`config.mk`:
```
export PLATFORM = sky130hd
export DESIGN_NAME = upc_scan_tally
export DESIGN_NICKNAME = d
export VERILOG_FILES = /design/src/rtl/upc_pkg.sv /design/src/rtl/sat_counter.sv /design/src/rtl/upc_scan_tally.sv
export SDC_FILE = /design/constraint.sdc
export NUM_CORES = 1
export LEC_CHECK = 0
export CORE_AREA = 2 2 83 85
export DETAILED_ROUTE_END_ITERATION = 10
export DIE_AREA = 0 0 85 87
export GPL_ROUTABILITY_DRIVEN = 0
export PLACE_DENSITY = 0.61
export SLEW_MARGIN = 20
export SYNTH_ARGS = -nofsm -noshare
export SYNTH_HDL_FRONTEND = slang
export SYNTH_HIERARCHICAL = 1
export SYNTH_SLANG_ARGS = --single-unit
```
`constraint.sdc`:
```
create_clock -name clk -period 2.7 [get_ports clk]
set_input_delay 0.27 -clock clk [delete_from_list [all_inputs] [get_ports clk]]
set_output_delay 0.27 -clock clk [all_outputs]
set_load 0.02 [all_outputs]
```
`src/rtl/upc_pkg.sv`:
```
// Shared types and default mask tables for the UPC scan classifier.
package upc_pkg;

  localparam int CODE_W_DEF = 3;

  typedef logic [CODE_W_DEF-1:0] code_t;

  typedef enum logic {
    SCAN  = 1'b0,
    ALARM = 1'b1
  } state_e;

  // Discount table equals P|(U&C) over code bits {U,P,C}; codes 2,3,5,6,7.
  localparam logic [7:0] DISC_MASK_DEF = 8'hEC;
  // Expensive items: codes 0,4,5.
  localparam logic [7:0] EXPN_MASK_DEF = 8'h31;

endpackage

```
`src/rtl/sat_counter.sv`:
```
// Saturating up-counter with synchronous clear that wins over increment.
module sat_counter #(
  parameter int W = 8
) (
  input  logic         clk,
  input  logic         reset_n,
  input  logic         clr,
  input  logic         inc,
  output logic [W-1:0] q
);

  logic [W-1:0] q_q;
  logic [W-1:0] q_d;

  // Next count: clear first, then increment unless already at the maximum.
  always_comb begin
    q_d = q_q;
    if (clr) begin
      q_d = '0;
    end else if (inc && !(&q_q)) begin
      q_d = q_q + {{(W-1){1'b0}}, 1'b1};
    end
  end

  // Count register.
  always_ff @(posedge clk or negedge reset_n) begin
    if (!reset_n) begin
      q_q <= '0;
    end else begin
      q_q <= q_d;
    end
  end

  assign q = q_q;

endmodule

```
`src/rtl/upc_scan_tally.sv`:
```
// UPC checkout classifier: one-deep registered result stage, saturating
// tallies and a sticky stolen-item alarm.
//
// Handshake: a transfer happens on a cycle where valid and ready are both high.
// in_ready does not depend on in_valid; out_valid does not depend on out_ready,
// and the held result stays stable until it is consumed.
module upc_scan_tally
  import upc_pkg::*;
#(
  parameter int                   CODE_W       = 3,
  parameter logic [2**CODE_W-1:0] DISC_MASK    = DISC_MASK_DEF,
  parameter logic [2**CODE_W-1:0] EXPN_MASK    = EXPN_MASK_DEF,
  parameter int                   CNT_W        = 8,
  parameter int                   ALARM_THRESH = 3
) (
  input  logic              clk,
  input  logic              reset_n,
  input  logic              in_valid,
  output logic              in_ready,
  input  logic [CODE_W-1:0] in_code,
  input  logic              in_mark,
  output logic              out_valid,
  input  logic              out_ready,
  output logic [CODE_W-1:0] out_code,
  output logic              out_disc,
  output logic              out_stolen,
  output logic [CNT_W-1:0]  tally_items,
  output logic [CNT_W-1:0]  tally_disc,
  output logic [CNT_W-1:0]  tally_stolen,
  output logic              alarm,
  input  logic              alarm_ack
);

  localparam logic [CNT_W:0] THRESH_EXT = (CNT_W + 1)'(ALARM_THRESH);

  state_e            state_q, state_d;
  logic              out_valid_q, out_valid_d;
  logic [CODE_W-1:0] out_code_q, out_code_d;
  logic              out_disc_q, out_disc_d;
  logic              out_stolen_q, out_stolen_d;

  logic              accept;
  logic              disc_w;
  logic              stolen_w;
  logic [CNT_W:0]    stolen_plus;

  // Handshake, classification, result register and FSM next-state.
  always_comb begin
    in_ready     = (state_q == SCAN) && (!out_valid_q || out_ready);
    accept       = in_valid && in_ready;
    disc_w       = DISC_MASK[in_code];
    stolen_w     = EXPN_MASK[in_code] && !in_mark;
    // A saturated count plus one still exceeds any legal threshold.
    stolen_plus  = {1'b0, tally_stolen} + {{CNT_W{1'b0}}, 1'b1};

    out_valid_d  = out_valid_q;
    out_code_d   = out_code_q;
    out_disc_d   = out_disc_q;
    out_stolen_d = out_stolen_q;
    if (accept) begin
      out_valid_d  = 1'b1;
      out_code_d   = in_code;
      out_disc_d   = disc_w;
      out_stolen_d = stolen_w;
    end else if (out_ready) begin
      out_valid_d  = 1'b0;
    end

    state_d = state_q;
    case (state_q)
      SCAN: begin
        // A coincident ack clears the tallies, so it also suppresses the trip.
        if (accept && stolen_w && !alarm_ack && (stolen_plus >= THRESH_EXT)) begin
          state_d = ALARM;
        end
      end
      ALARM: begin
        if (alarm_ack) begin
          state_d = SCAN;
        end
      end
      default: state_d = SCAN;
    endcase
  end

  // State and result registers.
  always_ff @(posedge clk or negedge reset_n) begin
    if (!reset_n) begin
      state_q      <= SCAN;
      out_valid_q  <= 1'b0;
      out_code_q   <= '0;
      out_disc_q   <= 1'b0;
      out_stolen_q <= 1'b0;
    end else begin
      state_q      <= state_d;
      out_valid_q  <= out_valid_d;
      out_code_q   <= out_code_d;
      out_disc_q   <= out_disc_d;
      out_stolen_q <= out_stolen_d;
    end
  end

  sat_counter #(.W(CNT_W)) u_cnt_items (
    .clk     (clk),
    .reset_n (reset_n),
    .clr     (alarm_ack),
    .inc     (accept),
    .q       (tally_items)
  );

  sat_counter #(.W(CNT_W)) u_cnt_disc (
    .clk     (clk),
    .reset_n (reset_n),
    .clr     (alarm_ack),
    .inc     (accept && disc_w),
    .q       (tally_disc)
  );

  sat_counter #(.W(CNT_W)) u_cnt_stolen (
    .clk     (clk),
    .reset_n (reset_n),
    .clr     (alarm_ack),
    .inc     (accept && stolen_w),
    .q       (tally_stolen)
  );

  assign out_valid  = out_valid_q;
  assign out_code   = out_code_q;
  assign out_disc   = out_disc_q;
  assign out_stolen = out_stolen_q;
  assign alarm      = (state_q == ALARM);

endmodule
```
After elaboration in Yosys (flattened, before gate mapping)
Memory sizes are Yosys's and may differ from the RTL's. Cells that the tools add are included. Widths: inputs -> output; s select.

Register bits after elaboration: 31. Bits in read-only memories: 16. Input bits: 9. Output and inout bits: 32. Logic and storage cells: 54. Memories: 2.

Memory list: (name not given) (depth 8, width 1, rd ports 1, clocked after Yosys merged registers in 0, wr ports 0, line upc_scan_tally.sv:52) `stolen_w = EXPN_MASK[in_code] && !in_mark;`; (name not given) (depth 8, width 1, rd ports 1, clocked after Yosys merged registers in 0, wr ports 0, line upc_scan_tally.sv:51) `disc_w = DISC_MASK[in_code];`.

$add $sub $neg: 4. Order comparisons: 2. Multiplexer cells: 13. Bitwise operators: 1. Reductions and logical operators: 24.

Operator list (number): $mux 8 (6); $add 8x1->8 const B (3); $reduce_and 8->1 (3); $logic_and 1x1->1 (10); $add 8x1->9 const B (1); $ge 9x2->1 const B (1); $reduce_bool 2->1 (4); $logic_not 1->1 (6); $mux 1 (6); $lt 3x4->1 const B (1); $pmux 1 s2 (1); $logic_or 1x1->1 (1); $not 1->1 (1).

Logic depth before layout (Yosys ltp)
Gate-level depths: netlist (run 1).

Depth after elaboration: 9. Gate-level depth with buffers: 6. Depth with buffers taken out: 6.

Modules after synthesis
The synthesis (run 1) kept the hierarchy.

Modules (own cells, without submodules): sat_counter (instances 3, cells each 47, area each 505.5 um^2, sequential area each 200.2 um^2); upc_scan_tally (instances 1, cells each 35, area each 385.4 um^2, sequential area each 175.2 um^2).

Worst setup path before layout (run 1)
Ideal clock, no wire load.

Path type: reg-to-reg. Start point: register state_q (netlist: alarm). End point: register u_cnt_stolen.q_q[5] (netlist: u_cnt_stolen/q[5]). Setup time: 125 ps. Data arrival time: 1984 ps. Data required time: 2575 ps. Slack: 591 ps. Stages on the path, launching flop included: 6. Buffers on the path: 0. Period minus slack after synthesis: 2109 ps. Cells stage by stage: dfrtp_1 nand3b_2 a2111oi_4 nand4_1 a211oi_2 mux2_4.

Word-level cells in the longest chain between the ends: 6.

Ends and longest elaborated chain: start, declared (line upc_scan_tally.sv:36) `state_e state_q, state_d;`; start signal, assigned (line upc_scan_tally.sv:95) `state_q <= state_d;`; $not 1->1; $logic_and 1x1->1 (line upc_scan_tally.sv:49) `in_ready = (state_q == SCAN) && (!out_valid_q || out_ready);`; $logic_and 1x1->1 (line upc_scan_tally.sv:50) `accept = in_valid && in_ready;`; $logic_and 1x1->1 (line upc_scan_tally.sv:123) `.inc (accept && stolen_w),`; $logic_and 1x1->1 (line sat_counter.sv:20) `end else if (inc && !(&q_q)) begin`; $reduce_bool 2->1 (no source line); end signal, assigned (line sat_counter.sv:30) `q_q <= q_d;`; end, declared (line sat_counter.sv:12) `logic [W-1:0] q_q;`.

No other way between the ends. A chain may end at the register's enable or synchronous reset.

Final worst setup path (run 1)
Start point: input out_ready. End point: register u_cnt_stolen.q_q[6] (netlist: u_cnt_stolen/q[6]).

Word-level cells in the longest chain between the ends: 6.

Ends and longest elaborated chain: start, declared (line upc_scan_tally.sv:23) `input logic out_ready,`; $logic_or 1x1->1 (line upc_scan_tally.sv:49); $logic_and 1x1->1 (line upc_scan_tally.sv:49); $logic_and 1x1->1 (line upc_scan_tally.sv:50); $logic_and 1x1->1 (line upc_scan_tally.sv:123); $logic_and 1x1->1 (line sat_counter.sv:20); $reduce_bool 2->1 (no source line).

No other way between the ends.

==> flow_metrics.py, run 1 <==
metrics = {
    "outcome": {
        "outcome": "finished, final reports clean",
    },
    "synth": {
        "postSynth.asyncResetShare_pct": 100,
        "synth_ff_type": "dfrtp_1",
        "synthCells": 176,
        "synth.distinct_cells": 35,
        "yosys.area.top_type": "dfrtp_1",
        "yosysSeqAreaShare_pct": 40.8,
        "synth.cell_area_um2": 1900,
        "synth_top_area_share_pct": 40.8,
        "synth_common_cells": "dfrtp_1, nor2_1, nor2b_1",
        "synth_most_common_cell": "dfrtp_1",
        "synthTopCellsByArea": "dfrtp_1, mux2_4, nor2b_1",
        "synth_seq_cells": 31,
        "syn_area_per_cell_um2": 10.8,
        "syn_nets": 190,
        "synth-edff-count": 0,
        "ys_warn_count": 6,
    },
    "cells_and_area": {
        "antenna_cells": 0,
        "final_area_um2": 2510,
        "synthToLayoutAreaGrowth_pct": 32.1,
        "final_nets": 236,
        "drive_gt1_share_pct": 20.6,
    },
    "global_routing": {
        "grt_pass1_vias": 1443,
        "overflow": 0,
        "grtUsageTotal_pct": 12.3,
        "grt_antenna_before_repair": 0,
        "grt_max_degree": 42,
        "grt_pass1_wl_um": 7110,
    },
    "clock_network": {
        "postCtsSetupRepairBufs": 0,
        "cts_tree": "done",
        "cts.sinks": 31,
        "ctsRootBufferMaster": "clkbuf_8",
        "ctsHtreeMaxLevel": 2,
        "path_clk_slew_ns": 0.07,
        "hold_buffers": 0,
        "insertion_delay_ns": 0.28,
        "numCtsBuffers": 5,
        "clk_path_buf_depth": 2,
        "cts_resized": 0,
    },
    "worst_setup_path": {
        "critPathKind": "in2reg",
        "end_kind": "register",
        "critPathBufInv": 2,
        "arrival_ns": 2.17,
        "critPathMaxStageDelay_ns": 0.45,
        "critPathLaunchType": "input pin",
        "path_cells": "clkdlybuf4s50_1, nand2b_1, nand3b_2, a2111oi_4, buf_4, and3_1, nor4bb_1, nor3_1",
        "cpLargestDelayFamily": "simple AND/OR/NAND/NOR gates",
        "path_max_fanout": 7,
        "timing.critical_path.slowest_stage_cell": "clkdlybuf4s50_1",
        "cp.required_ns": 2.85,
    },
    "timing": {
        "tightest_slew_ns": 0.403,
        "clock_skew_ns": 0.00740,
        "drv_slew": 0,
        "setup_viol": 0,
        "relSlewSlack_pct": 73.1,
        "fin_crit_ns": 2.02,
        "tns_ns": 0,
        "rsz0062_at_grt": "no",
        "fin_crit_sh_pct": 74.9,
        "hold_viol": 0,
        "fin_ws_ns": 0.678,
        "fmax_mhz": 495,
    },
    "power_and_ir_drop": {
        "swShare_pct": 24.6,
        "seqPwrFrac_pct": 43.8,
        "power_density_nw_per_um2": 454,
        "p_sw_mw": 0.281,
        "pwr-share-comb_pct": 13.9,
        "leakage_nw": 1.03,
        "pwr-share-clk_pct": 42.2,
        "peakVddDrop_uv": 263,
        "intPower_mw": 0.859,
    },
    "floorplanning": {
        "die_width_um": 85,
        "die_h_um": 87,
        "dieArea_um2": 7400,
        "coreArea_um2": 6570,
        "io_pins": 41,
        "initial_core_util_pct": 29.0,
        "row_count": 30,
    },
    "placed_design": {
        "port_buffers": 40,
        "place_ws_ns": 0.382,
        "dp_hpwl_um": 2990,
        "postPlaceCellArea_um2": 2390,
    },
    "routing": {
        "first_iter_violations": 74,
        "via_count": 1489,
        "drc": 0,
        "drt_wl_total_um": 4310,
        "ant_nets": 0,
        "viasPerCell": 4.91,
        "firstDrtPassIters": 4,
        "wl_per_cell_um": 14.2,
    },
    "job": {
        "drv_cap": 0,
    },
    "hold_path": {
        "min_path_type": "in2async",
    },
}
==> cell families (layout without fill, tap and decap cells) <==
group,after synthesis,after routing,share of synthesized area (%)
and+or+nand+nor,75,75,23.6
AOI/OAI and AO/OA,38,38,17.0
DFF,31,31,40.8
muxes,17,17,12.2
buffers and inverters,10,57,3.16
adders and majority gates,5,5,3.29
==> final cells by class <==
class / instances / area, µm²
timing repair buffer: 45 / 438
inverter: 4 / 15.0
sequential: 31 / 776
clock inverter: 2 / 35.0
tap: 80 / 100
fill: 635 / 4060
clock buffer: 6 / 82.6
multi-input combinational: 135 / 1070
==> sequential cells by signal (all words and copies together) (netlist names) <==
name and count:
alarm 1, out_code 3, out_disc 1, out_stolen 1, out_valid 1, u_cnt_disc/q 8
u_cnt_items/q 8, u_cnt_stolen/q 8
==> stage by stage <==
stage	std cells	power [mW]	hold slack (ns)	util, %
after global placement	295	0.669	0.484	36.5
after global routing	303	1.19	0.428	38.2
final	303	1.14	0.384	38.2
after detailed placement	295	0.670	0.492	36.5
after CTS	303	1.16	0.401	38.2
after floorplan	176	0.584	-0.0256	-
==> routing by layer <==
layer  routed length (µm)  up-vias  track usage (%)
li1                     -      745                -
met1                 2080      713             16.0
met2                 1990       27             19.4
met3                  197        4             4.27
met4                   40        0             3.46
met5                    0        -                0
==> cells in the final DEF, fill, tap and decap left out, types with 4 or more instances in the layout <==
master | netlist | routed
and4_1 | 6 | 6
ha_1 | 5 | 5
clkdlybuf4s50_1 | 0 | 40
a21oi_1 | 8 | 8
nor2_1 | 15 | 15
mux2_4 | 12 | 12
nand2_1 | 9 | 9
inv_1 | 4 | 4
buf_4 | 0 | 5
nor2b_1 | 14 | 14
nand4_1 | 6 | 6
dfrtp_1 | 31 | 31
nand2b_1 | 7 | 7
clkbuf_8 | 0 | 6
a21oi_2 | 6 | 6
==> path summary, 6_finish.rpt <==
check                                        start                            end  slack (ns)  cells past startpoint
max                                      out_ready  u_cnt_stolen/q[6]$_DFFE_PN0P_        0.68                      8
min reg2reg                out_code[2]$_DFFE_PN0P_        out_code[2]$_DFFE_PN0P_        0.50                      2
min                                        reset_n    u_cnt_disc/q[4]$_DFFE_PN0P_        0.38                      2
min in group clk           out_code[2]$_DFFE_PN0P_        out_code[2]$_DFFE_PN0P_        0.50                      2
max in group asynchronous                  reset_n  u_cnt_stolen/q[2]$_DFFE_PN0P_        2.02                      2
max reg2reg                        alarm$_DFF_PN0_  u_cnt_stolen/q[6]$_DFFE_PN0P_        0.72                      6
==> power groups by stage <==
stage	Combinational (mW)	Clock, mW	Sequential [mW]
final	0.159	0.482	0.499
after detailed placement	0.162	0	0.508
after global routing	0.175	0.517	0.503
after global placement	0.160	0	0.509
after CTS	0.162	0.494	0.500
after floorplan	0.0565	0	0.527
Power figures use the tool's default switching activity.
==> run 2: changes to the inputs <==
==> constraint.sdc (replaced) <==
create_clock -name clk -period 2 [get_ports clk]
set_input_delay 0.2 -clock clk [delete_from_list [all_inputs] [get_ports clk]]
set_output_delay 0.2 -clock clk [all_outputs]
set_load 0.02 [all_outputs]
==> run 2 against run 1 <==
- die area is the same
- sequential share of layout area fell by 0.62 points
- routed wire length fell by 1.7%
- highest routed layer unchanged
==> flow_metrics.py, run 2 (same netlist as run 1, synthesis figures left out) <==
metrics = {
    "worst_setup_path": {
        "arrival_ns": 1.70,
        "path_max_fanout": 3,
        "critPathLaunchType": "input pin",
        "cp.required_ns": 1.80,
        "critPathKind": "in2out",
        "end_kind": "output port",
        "ff2ff_setup_slack_ns": 0.20,
    },
    "cells_and_area": {
        "antenna_cells": 0,
        "final_cell_mix": "clkdlybuf4s50_1, dfrtp_1, nor2_1, nor2b_1",
        "final_util_pct": 39.0,
        "layout_commonest_cell": "clkdlybuf4s50_1",
        "final_nets": 244,
        "synthToLayoutAreaGrowth_pct": 34.8,
        "drive_gt1_share_pct": 23.0,
    },
    "clock_network": {
        "ctsRootBufferMaster": "clkbuf_8",
        "clk_path_buf_depth": 2,
        "cts.sinks": 31,
        "insertion_delay_ns": 0.28,
        "cts_tree": "done",
        "path_clk_slew_ns": 0.07,
        "numCtsBuffers": 5,
        "ctsHtreeMaxLevel": 2,
        "cts_resized": 0,
        "hold_buffers": 0,
        "postCtsSetupRepairBufs": 0,
    },
    "placed_design": {
        "place_ws_ns": -0.125,
        "dp_hpwl_um": 3020,
        "port_buffers": 40,
    },
    "timing": {
        "fmax_mhz": 526,
        "tightest_slew_ns": 0.404,
        "fin_ws_ns": 0.0986,
        "clock_skew_ns": 0.00641,
        "fin_crit_sh_pct": 95.1,
        "drv_slew": 0,
        "setup_viol": 0,
        "fin_crit_ns": 1.90,
        "relSlewSlack_pct": 73.1,
        "hold_viol": 0,
        "tns_ns": 0,
        "rsz0062_at_grt": "no",
    },
    "outcome": {
        "outcome": "finished, final reports clean",
    },
    "power_and_ir_drop": {
        "peakVddDrop_uv": 215,
        "finalPower_mw": 1.40,
        "power_density_nw_per_um2": 544,
        "leakage_nw": 1.07,
    },
    "floorplanning": {
        "die_h_um": 87,
        "coreArea_um2": 6570,
        "die_width_um": 85,
        "dieArea_um2": 7400,
        "io_pins": 41,
        "initial_core_util_pct": 29.0,
        "row_count": 30,
    },
    "global_routing": {
        "grt_pass1_vias": 1420,
        "overflow": 0,
        "grt_antenna_before_repair": 0,
        "grt_pass1_wl_um": 6920,
        "grtUsageTotal_pct": 11.7,
        "grt_max_degree": 42,
    },
    "routing": {
        "drc": 0,
        "drt_wl_total_um": 4230,
        "wl_per_cell_um": 13.6,
        "firstDrtPassIters": 4,
        "via_count": 1543,
        "viasPerCell": 4.98,
        "ant_nets": 0,
        "first_iter_violations": 54,
    },
    "hold_path": {
        "min_path_type": "in2async",
    },
    "job": {
        "drv_cap": 0,
    },
}
[run 2: cell count changes in the layout (fill, tap and decap cells not counted)]
cell,previous run,this run
buf_12,0,1
nand3b_4,0,1
bufinv_16,1,0
buf_4,5,12
nand3b_2,1,0
[run 2: cell type report]
class                      count  area (µm²)
timing repair buffer          53         510
clock inverter                 1        5.00
fill                         649        4010
tap                           80         100
sequential                    31         776
inverter                       4        15.0
multi-input combinational    135        1070
clock buffer                   6        82.6
[run 2: per-stage QoR]
stage,cells,area (µm²),hold WS (ns)
after floorplan,176,1910,-0.0956
after global placement,303,2480,0.465
after detailed placement,303,2480,0.471
after CTS,310,2560,0.339
after global routing,310,2560,0.370
final,310,2560,0.314
[run 2: layer usage]
layer  vias to the layer above  share of wire, %  GRT usage [%]
met3                         5               3.5           2.84
li1                        759                 -              -
met4                         0               1.0           3.46
met2                        30                47           18.9
met1                       749                48           15.7
met5                         -                 0              0
[run 2: final timing paths]
| check | start | to | depth (start not counted) |
|---|---|---|---|
| min in group clk | out_disc$_DFFE_PN0P_ | out_disc$_DFFE_PN0P_ | 1 |
| worst min-delay path | reset_n | u_cnt_items/q[4]$_DFFE_PN0P_ | 2 |
| worst max-delay path | out_ready | in_ready | 4 |
| worst max register to register | out_valid$_DFFE_PN0P_ | u_cnt_stolen/q[4]$_DFFE_PN0P_ | 7 |
| worst min register to register | out_disc$_DFFE_PN0P_ | out_disc$_DFFE_PN0P_ | 1 |
| max in group asynchronous | reset_n | alarm$_DFF_PN0_ | 2 |
[run 2: critical path, stage by stage]
cell and delay [ns]:
clkdlybuf4s50_1 0.47, nand2b_1 0.21, nor2b_1 0.19, clkdlybuf4s50_1 0.63
[run 2: report_power, final]
| part | internal (mW) | switching [mW] |
|---|---|---|
| logic | 0.116 | 0.114 |
| registers | 0.651 | 0.0212 |
| clock network | 0.270 | 0.223 |
| total | 1.04 | 0.358 |
